<file path="config.mk">
export PLATFORM = sky130hd
export DESIGN_NAME = mcp3002_emulator
export DESIGN_NICKNAME = d
export VERILOG_FILES = /design/src/rtl/mcp3002_emulator_pkg.sv /design/src/rtl/mcp3002_emulator_spi_input_sync.sv /design/src/rtl/mcp3002_emulator.sv
export SDC_FILE = /design/constraint.sdc
export NUM_CORES = 1
export LEC_CHECK = 0
export CORE_MARGIN = 3
export CORE_UTILIZATION = 32
export CTS_CLUSTER_DIAMETER = 100
export DETAILED_ROUTE_END_ITERATION = 6
export GPL_ROUTABILITY_DRIVEN = 0
export MAX_ROUTING_LAYER = met4
export PLACE_DENSITY = 0.5
export SLEW_MARGIN = 40
export SYNTH_ARGS = -nofsm -noshare
export SYNTH_HDL_FRONTEND = slang
export SYNTH_SLANG_ARGS = --single-unit
</file>
<file path="constraint.sdc">
create_clock -name clk -period 2.56 [get_ports clk]
set_input_delay 0.512 -clock clk [delete_from_list [all_inputs] [get_ports clk]]
set_output_delay 0.512 -clock clk [all_outputs]
set_load 0.005 [all_outputs]
</file>
<file path="src/rtl/mcp3002_emulator_pkg.sv">
// Shared definitions for the MCP3002 SPI responder: FSM states, result width,
// bit-counter landmarks and the clamped differential subtract.
package mcp3002_defs;

   localparam int MCP3002_BITS = 10;

   typedef enum logic [2:0] {
      ST_IDLE,
      ST_WAIT_START,
      ST_CMD,
      ST_DATA,
      ST_TAIL
   } state_e;

   // Counter holds the index of the bit just driven: null=0, B9=1 .. B0=10.
   localparam logic [4:0] CNT_NULL      = 5'd0;
   localparam logic [4:0] CNT_CMD_DONE  = 5'd3;
   localparam logic [4:0] CNT_B0        = 5'd10;
   localparam logic [4:0] CNT_TAIL_LAST = 5'd19;
   localparam logic [4:0] CNT_SAT       = 5'd20;

   function automatic logic [MCP3002_BITS-1:0] sub_clamp(
      input logic [MCP3002_BITS-1:0] a,
      input logic [MCP3002_BITS-1:0] b
   );
      logic signed [MCP3002_BITS:0] diff;
      diff = $signed({1'b0, a}) - $signed({1'b0, b});
      return diff[MCP3002_BITS] ? '0 : diff[MCP3002_BITS-1:0];
   endfunction

endpackage

</file>
<file path="src/rtl/mcp3002_emulator_spi_input_sync.sv">
// Multi-flop synchronizer for one asynchronous SPI pin, with optional
// single-cycle rise/fall pulses derived from the synchronized level.
module spi_input_sync #(
   parameter int STAGES  = 2,
   parameter bit EDGES   = 1'b1,
   parameter bit RST_VAL = 1'b0
) (
   input  logic clk,
   input  logic rst,
   input  logic din_i,
   output logic sync_o,
   output logic rise_o,
   output logic fall_o
);

   logic [STAGES-1:0] sync_q;
   logic              prev_q;

   always_ff @(posedge clk) begin
      if (rst) begin
         sync_q <= {STAGES{RST_VAL}};
         prev_q <= RST_VAL;
      end else begin
         sync_q <= {sync_q[STAGES-2:0], din_i};
         prev_q <= sync_q[STAGES-1];
      end
   end

   assign sync_o = sync_q[STAGES-1];
   assign rise_o = EDGES ? (sync_q[STAGES-1] & ~prev_q) : 1'b0;
   assign fall_o = EDGES ? (~sync_q[STAGES-1] & prev_q) : 1'b0;

endmodule

</file>
<file path="src/rtl/mcp3002_emulator.sv">
// SPI responder mimicking one MCP3002: decodes start/SGL/ODD/MSBF and returns a
// 10-bit result (channel inputs, clamped difference, or an internal ramp) on miso.
module mcp3002_emulator
   import mcp3002_defs::*;
#(
   parameter int SYNC_STAGES = 2,
   parameter int RAMP_MODE   = 0,
   parameter int RAMP_STEP   = 1
) (
   input  logic                    clk,
   input  logic                    rst,
   input  logic                    spi_clock,
   input  logic                    chip_select,
   input  logic                    mosi,
   input  logic [MCP3002_BITS-1:0] ch0_value,
   input  logic [MCP3002_BITS-1:0] ch1_value,
   output logic                    miso,
   output logic                    miso_oe,
   output logic                    sample_strobe,
   output logic [1:0]              sample_channel,
   output logic [MCP3002_BITS-1:0] sample_data,
   output logic                    frame_error
);

   logic sclk_rise, sclk_fall, cs_rise, cs_fall, mosi_s;
   logic sclk_level_unused, cs_level_unused, mosi_rise_unused, mosi_fall_unused;

   spi_input_sync #(.STAGES(SYNC_STAGES), .EDGES(1'b1), .RST_VAL(1'b0)) u_sync_sclk (
      .clk(clk), .rst(rst), .din_i(spi_clock),
      .sync_o(sclk_level_unused), .rise_o(sclk_rise), .fall_o(sclk_fall)
   );

   // CS resets high so a deasserted pin never looks like a frame start.
   spi_input_sync #(.STAGES(SYNC_STAGES), .EDGES(1'b1), .RST_VAL(1'b1)) u_sync_cs (
      .clk(clk), .rst(rst), .din_i(chip_select),
      .sync_o(cs_level_unused), .rise_o(cs_rise), .fall_o(cs_fall)
   );

   spi_input_sync #(.STAGES(SYNC_STAGES), .EDGES(1'b0), .RST_VAL(1'b0)) u_sync_mosi (
      .clk(clk), .rst(rst), .din_i(mosi),
      .sync_o(mosi_s), .rise_o(mosi_rise_unused), .fall_o(mosi_fall_unused)
   );

   state_e                  state_q;
   logic [4:0]              cnt_q;
   logic [4:0]              cnt_inc;
   logic                    sgl_q, odd_q, msbf_q;
   logic [MCP3002_BITS-1:0] hold_q, ramp_q, result_d;
   logic                    miso_q, miso_oe_q, strobe_q, frame_error_q;
   logic [1:0]              channel_q;
   logic [MCP3002_BITS-1:0] data_q;

   assign cnt_inc = (cnt_q == CNT_SAT) ? cnt_q : cnt_q + 5'd1;

   always_comb begin
      result_d = '0;
      if (RAMP_MODE != 0)
         result_d = ramp_q;
      else if (sgl_q)
         result_d = odd_q ? ch1_value : ch0_value;
      else if (odd_q)
         result_d = sub_clamp(ch1_value, ch0_value);
      else
         result_d = sub_clamp(ch0_value, ch1_value);
   end

   always_ff @(posedge clk) begin
      if (rst) begin
         state_q       <= ST_IDLE;
         cnt_q         <= CNT_NULL;
         sgl_q         <= 1'b0;
         odd_q         <= 1'b0;
         msbf_q        <= 1'b0;
         hold_q        <= '0;
         ramp_q        <= '0;
         miso_q        <= 1'b0;
         miso_oe_q     <= 1'b0;
         strobe_q      <= 1'b0;
         frame_error_q <= 1'b0;
         channel_q     <= '0;
         data_q        <= '0;
      end else begin
         strobe_q      <= 1'b0;
         frame_error_q <= 1'b0;
         // Deselect beats any sclk edge seen in the same cycle.
         if (state_q != ST_IDLE && cs_rise) begin
            state_q       <= ST_IDLE;
            miso_q        <= 1'b0;
            miso_oe_q     <= 1'b0;
            frame_error_q <= (state_q == ST_CMD) || (state_q == ST_DATA);
         end else begin
            unique case (state_q)
               ST_IDLE: begin
                  if (cs_fall) state_q <= ST_WAIT_START;
               end
               ST_WAIT_START: begin
                  if (sclk_rise && mosi_s) begin
                     state_q <= ST_CMD;
                     cnt_q   <= CNT_NULL;
                  end
               end
               ST_CMD: begin
                  if (sclk_rise && cnt_q != CNT_CMD_DONE) begin
                     cnt_q <= cnt_inc;
                     case (cnt_q)
                        5'd0:    sgl_q  <= mosi_s;
                        5'd1:    odd_q  <= mosi_s;
                        default: msbf_q <= mosi_s;
                     endcase
                  end else if (sclk_fall && cnt_q == CNT_CMD_DONE) begin
                     hold_q    <= result_d;
                     miso_q    <= 1'b0;
                     miso_oe_q <= 1'b1;
                     cnt_q     <= CNT_NULL;
                     state_q   <= ST_DATA;
                  end
               end
               ST_DATA: begin
                  if (sclk_fall) begin
                     cnt_q  <= cnt_inc;
                     miso_q <= hold_q[4'(CNT_B0 - cnt_inc)];
                     if (cnt_inc == CNT_B0) begin
                        strobe_q  <= 1'b1;
                        channel_q <= {sgl_q, odd_q};
                        data_q    <= hold_q;
                        if (RAMP_MODE != 0) ramp_q <= ramp_q + 10'(RAMP_STEP);
                        state_q   <= ST_TAIL;
                     end
                  end
               end
               ST_TAIL: begin
                  if (sclk_fall) begin
                     cnt_q  <= cnt_inc;
                     miso_q <= (!msbf_q && cnt_inc <= CNT_TAIL_LAST) ?
                               hold_q[4'(cnt_inc - CNT_B0)] : 1'b0;
                  end
               end
               default: state_q <= ST_IDLE;
            endcase
         end
      end
   end

   assign miso           = miso_q;
   assign miso_oe        = miso_oe_q;
   assign sample_strobe  = strobe_q;
   assign sample_channel = channel_q;
   assign sample_data    = data_q;
   assign frame_error    = frame_error_q;

endmodule

</file>
==> results by group <==
Worst setup path
  • CP top delay family: compound AO/OA/AOI/OAI gates
  • CP cell instances: clkdlybuf4s50_1 -> inv_1 -> ha_1 -> nand2_1 -> o21ai_2 -> a311o_1 -> and4_1 -> a311o_1 -> a32o_1
  • Crit path max fanout: 3
  • R2r worst-path depth: 7
  • Setup crit end: hold_q[3]$_SDFFE_PP0P_
  • Sum of buffers and inverters on the critical path: 2
  • Crit path required time: 2.75 ns
  • Most frequent CP cell: a311o_1
  • CP Launch Type: primary input
  • CP max stage delay: about 0.48 ns
  • R2R setup slack: 0.25 ns
  • R2r startpoint: cnt_q[1]$_SDFFE_PP0P_
  • Critical path origin: ch0_value[3]
  • Critical Path Stages: 9
  • FF-to-FF End: miso$_SDFFE_PP0P_
  • Worst setup path class: in -> reg
  • Worst setup EP type: flip-flop
  • CP Data Arrival Time: ~2.7 ns
  • Crit-path slowest cell: clkdlybuf4s50_1

Placement
  • Port buffer count: 40
  • Cell Area, Placed: around 0.0045 mm²
  • Detail Placement HPWL: between 7000 and 8000 µm

Global route
  • Number of antenna violations at the first check in global routing: 0
  • Largest net degree at the start of global routing: 39
  • GRT overflow: 0
  • GRT Total Usage: 0.162
  • Vias in the first global route: 3397
  • First-pass GRT wire length: 16600 µm

Floorplan
  • Die H: 111 µm
  • DIE WIDTH: 111 µm
  • Core ar.: between 0.01 and 0.015 mm²
  • Placement row count: 37
  • IO Pins: 41
  • Die Area: between 0.01 and 0.015 mm²
  • Initial Utilization: 0.336

Layout
  • Nets: approximately 600
  • Number of inserted diodes: 0
  • Area growth syn-to-layout: 34.3%
  • Area of the multi-input gates: 0.00252 mm²
  • Design Area, Final: ~0.0048 mm²
  • Commonest non-fill, non-tap cell in the layout: buf_4
  • Register area: roughly 900 µm²
  • Share of layout cells above drive strength 1: 0.225
  • # fillers: about 1100
  • Most frequent cells in the layout: buf_4 (67), nand2_1 (58), dfxtp_1 (44)

Timing
  • FMAX: around 400 MHz
  • Clock skew: ~0.0096 ns
  • Tmin final: around 2.5 ns
  • Slew headroom: 0.514
  • Endpoints failing hold: 0
  • Tcrit/Tclk final: 0.967
  • Post-route setup TNS: 0 ns
  • Worst slew pin tran: 0.728 ns
  • Max Slew Vio Count: 0
  • Unrepaired setup endpoints after global routing: true
  • Final setup fails: 0

Clock network
  • H-tree levels: 2
  • Clock-pin slew on the worst setup and hold paths: around 0.090 ns
  • Root Buffer: clkbuf_8
  • Clock Path Buffers: 2
  • CTS tree: done
  • CTS Buf Count: 5
  • Clk_lat worst skew: roughly 0.3 ns
  • CTS sink cnt: 45
  • # hold bufs at CTS: 0

Yosys
  • Yosys Warn Count: 0
  • Cell area after synthesis: 0.00355 mm²
  • Sequential element share of the synthesized area: 0.254
  • Post-synth EDFFs: 0
  • Synth Area in Simple Gates: 0.231
  • Combinational family with the most area after synthesis: compound AO/OA/AOI/OAI gates
  • Post-Syn Nets: 511
  • Mux contribution to synthesized area: 0.0205
  • XOR/XNOR share of the synthesized area: 0.0515
  • Synthesized area per cell: about 7.8 µm²
  • Adder-Cell Fraction of Synth Area: 0.106
  • Compound-gate portion of the synthesized area: 0.260
  • Yosys cell types: 64
  • Asr flop ratio synth: 0
  • Mapped Cells: about 460
  • Main flop type after synthesis: dfxtp_1
  • FF+latch count, synth: 45

Power
  • Pleak: 1.96 nW
  • Pwr dens: between 300 and 400 mW/mm²
  • Peak supply drop: between 0.2 and 0.25 mV

Min path
  • HP Class: reg -> reg

Route
  • Met1 WL: about 5000 µm
  • Drt total wl: around 9900 µm
  • Routed Antenna Nets: 0
  • Met3 wire len: ~380 µm
  • Initial DRC Count: 220
  • Post-route DRC: 0
  • Metal2 WL: 4320 µm
  • Top Metal Used: met4
  • Via density: approximately 5.1
  • Vias: approximately 3500
  • Drt wl/cell: ~15 µm
  • TritonRoute pass-1 iters: 4

Status
  • Status: finished clean

Flow run
  • Max_cap viols: 0
## state kept, by name (all words and copies together), names as in the netlist, 2 cells and up
name / cells
cnt_q: 5
sample_data: 10
sample_channel: 2
u_sync_sclk.sync_q: 2
u_sync_cs.sync_q: 2
u_sync_mosi.sync_q: 2
state_q: 3
hold_q: 10
## cells by family (layout without fill, tap and decap cells)
family,after synthesis,after routing
DFF,45,45
buffers and inverters,61,150
xor gates and xnor gates,20,20
muxes,6,6
and+or+nand+nor,160,160
AOI/OAI and AO/OA,136,136
adders and majority gates,29,29
## layer usage
metal / global-route usage / vias to the layer above
li1: - / 1800
met1: 0.224 / 1587
met2: 0.246 / 84
met3: 0.0246 / 19
met4: 0.0446 / 0
met5: - / -
## stage by stage
stage	total power [mW]	utilization	hold slack [ns]	cells	worst slack, ns
2_1_floorplan	0.965	-	0.389	457	0.0107
6_report	1.71	0.452	0.416	682	0.0832
5_1_grt	1.80	0.452	0.434	682	-0.0110
3_5_place_dp	1.14	0.423	0.394	671	-0.617
4_1_cts	1.71	0.445	0.417	681	0.00644
3_3_place_gp	1.14	0.423	0.397	671	-0.553
## report_power, final
part	internal [mW]	total, mW	switching (mW)
Sequential	0.706	0.711	0.00569
Clock	0.293	0.540	0.247
Combinational	0.234	0.457	0.223
## layout make-up
| type | count | share of cell area |
|---|---|---|
| Tap cell | 136 | 0.0357 |
| Inverter | 35 | 0.0276 |
| Multi-Input combinational cell | 351 | 0.530 |
| Clock buffer | 6 | 0.0152 |
| Clock inverter | 2 | 0.00814 |
| Timing Repair Buffer | 107 | 0.194 |
| Sequential cell | 45 | 0.189 |
## what timing repair did
item                                   4_1_cts  5_1_grt
pin swaps                                   12       12
gates resized for setup                     23       33
setup endpoints to repair                   10        9
endpoints found under the hold margin        0        0
setup buffers                                2        1
## how the worst min path moves through the flow
stage / start / end / cells after the start
after floorplan: u_sync_cs.sync_q[0]$_SDFF_PP1_ / u_sync_cs.sync_q[1]$_SDFF_PP1_ / 1
after global placement: u_sync_cs.sync_q[0]$_SDFF_PP1_ / u_sync_cs.sync_q[1]$_SDFF_PP1_ / 1
after detailed placement: u_sync_cs.sync_q[0]$_SDFF_PP1_ / u_sync_cs.sync_q[1]$_SDFF_PP1_ / 1
after CTS: u_sync_cs.sync_q[0]$_SDFF_PP1_ / u_sync_cs.sync_q[1]$_SDFF_PP1_ / 1
after global routing: u_sync_cs.sync_q[0]$_SDFF_PP1_ / u_sync_cs.sync_q[1]$_SDFF_PP1_ / 1
final: u_sync_cs.sync_q[0]$_SDFF_PP1_ / u_sync_cs.sync_q[1]$_SDFF_PP1_ / 1
## cell usage after synthesis, types with 3 or more instances
library cell   n  share of area
nand3_1       12          0.017
mux2i_1        5          0.014
or3_1          3         0.0053
a31oi_1        3         0.0053
o21bai_1       5          0.011
o211ai_1       7          0.015
and4_1         4         0.0099
xor2_1         9          0.022
nor3_1        11          0.016
nand4_1        3         0.0053
a32o_1         4          0.011
a21oi_1       45          0.063
a2111oi_0      3         0.0074
clkbuf_1      13          0.014
buf_6          4          0.013
nor2_1        29          0.031
xnor2_1       10          0.025
nor3b_1        3         0.0063
o21ai_0       22          0.031
a211oi_1       8          0.017
o221ai_1       4         0.0099
a311o_1        3         0.0085
nor2b_1       11          0.019
a221o_1        3         0.0085
ha_1          27          0.095
inv_1         34          0.036
nand2_1       58          0.061
dfxtp_1       45           0.25
nand2b_1       8          0.014
a22o_1         5          0.012
o21a_1         4         0.0085
and3_1         3         0.0053
buf_2          6         0.0085
or2_2          3         0.0053
## worst register-to-register path, stage by stage (launching register included)
cell	delay [ns]
dfxtp_1	0.44
inv_1	0.10
ha_1	0.23
and4b_1	0.27
xnor2_1	0.38
o311ai_0	0.22
a2111o_1	0.44
o211ai_1	0.16
Note: power is estimated with default switching activity, not from simulation.
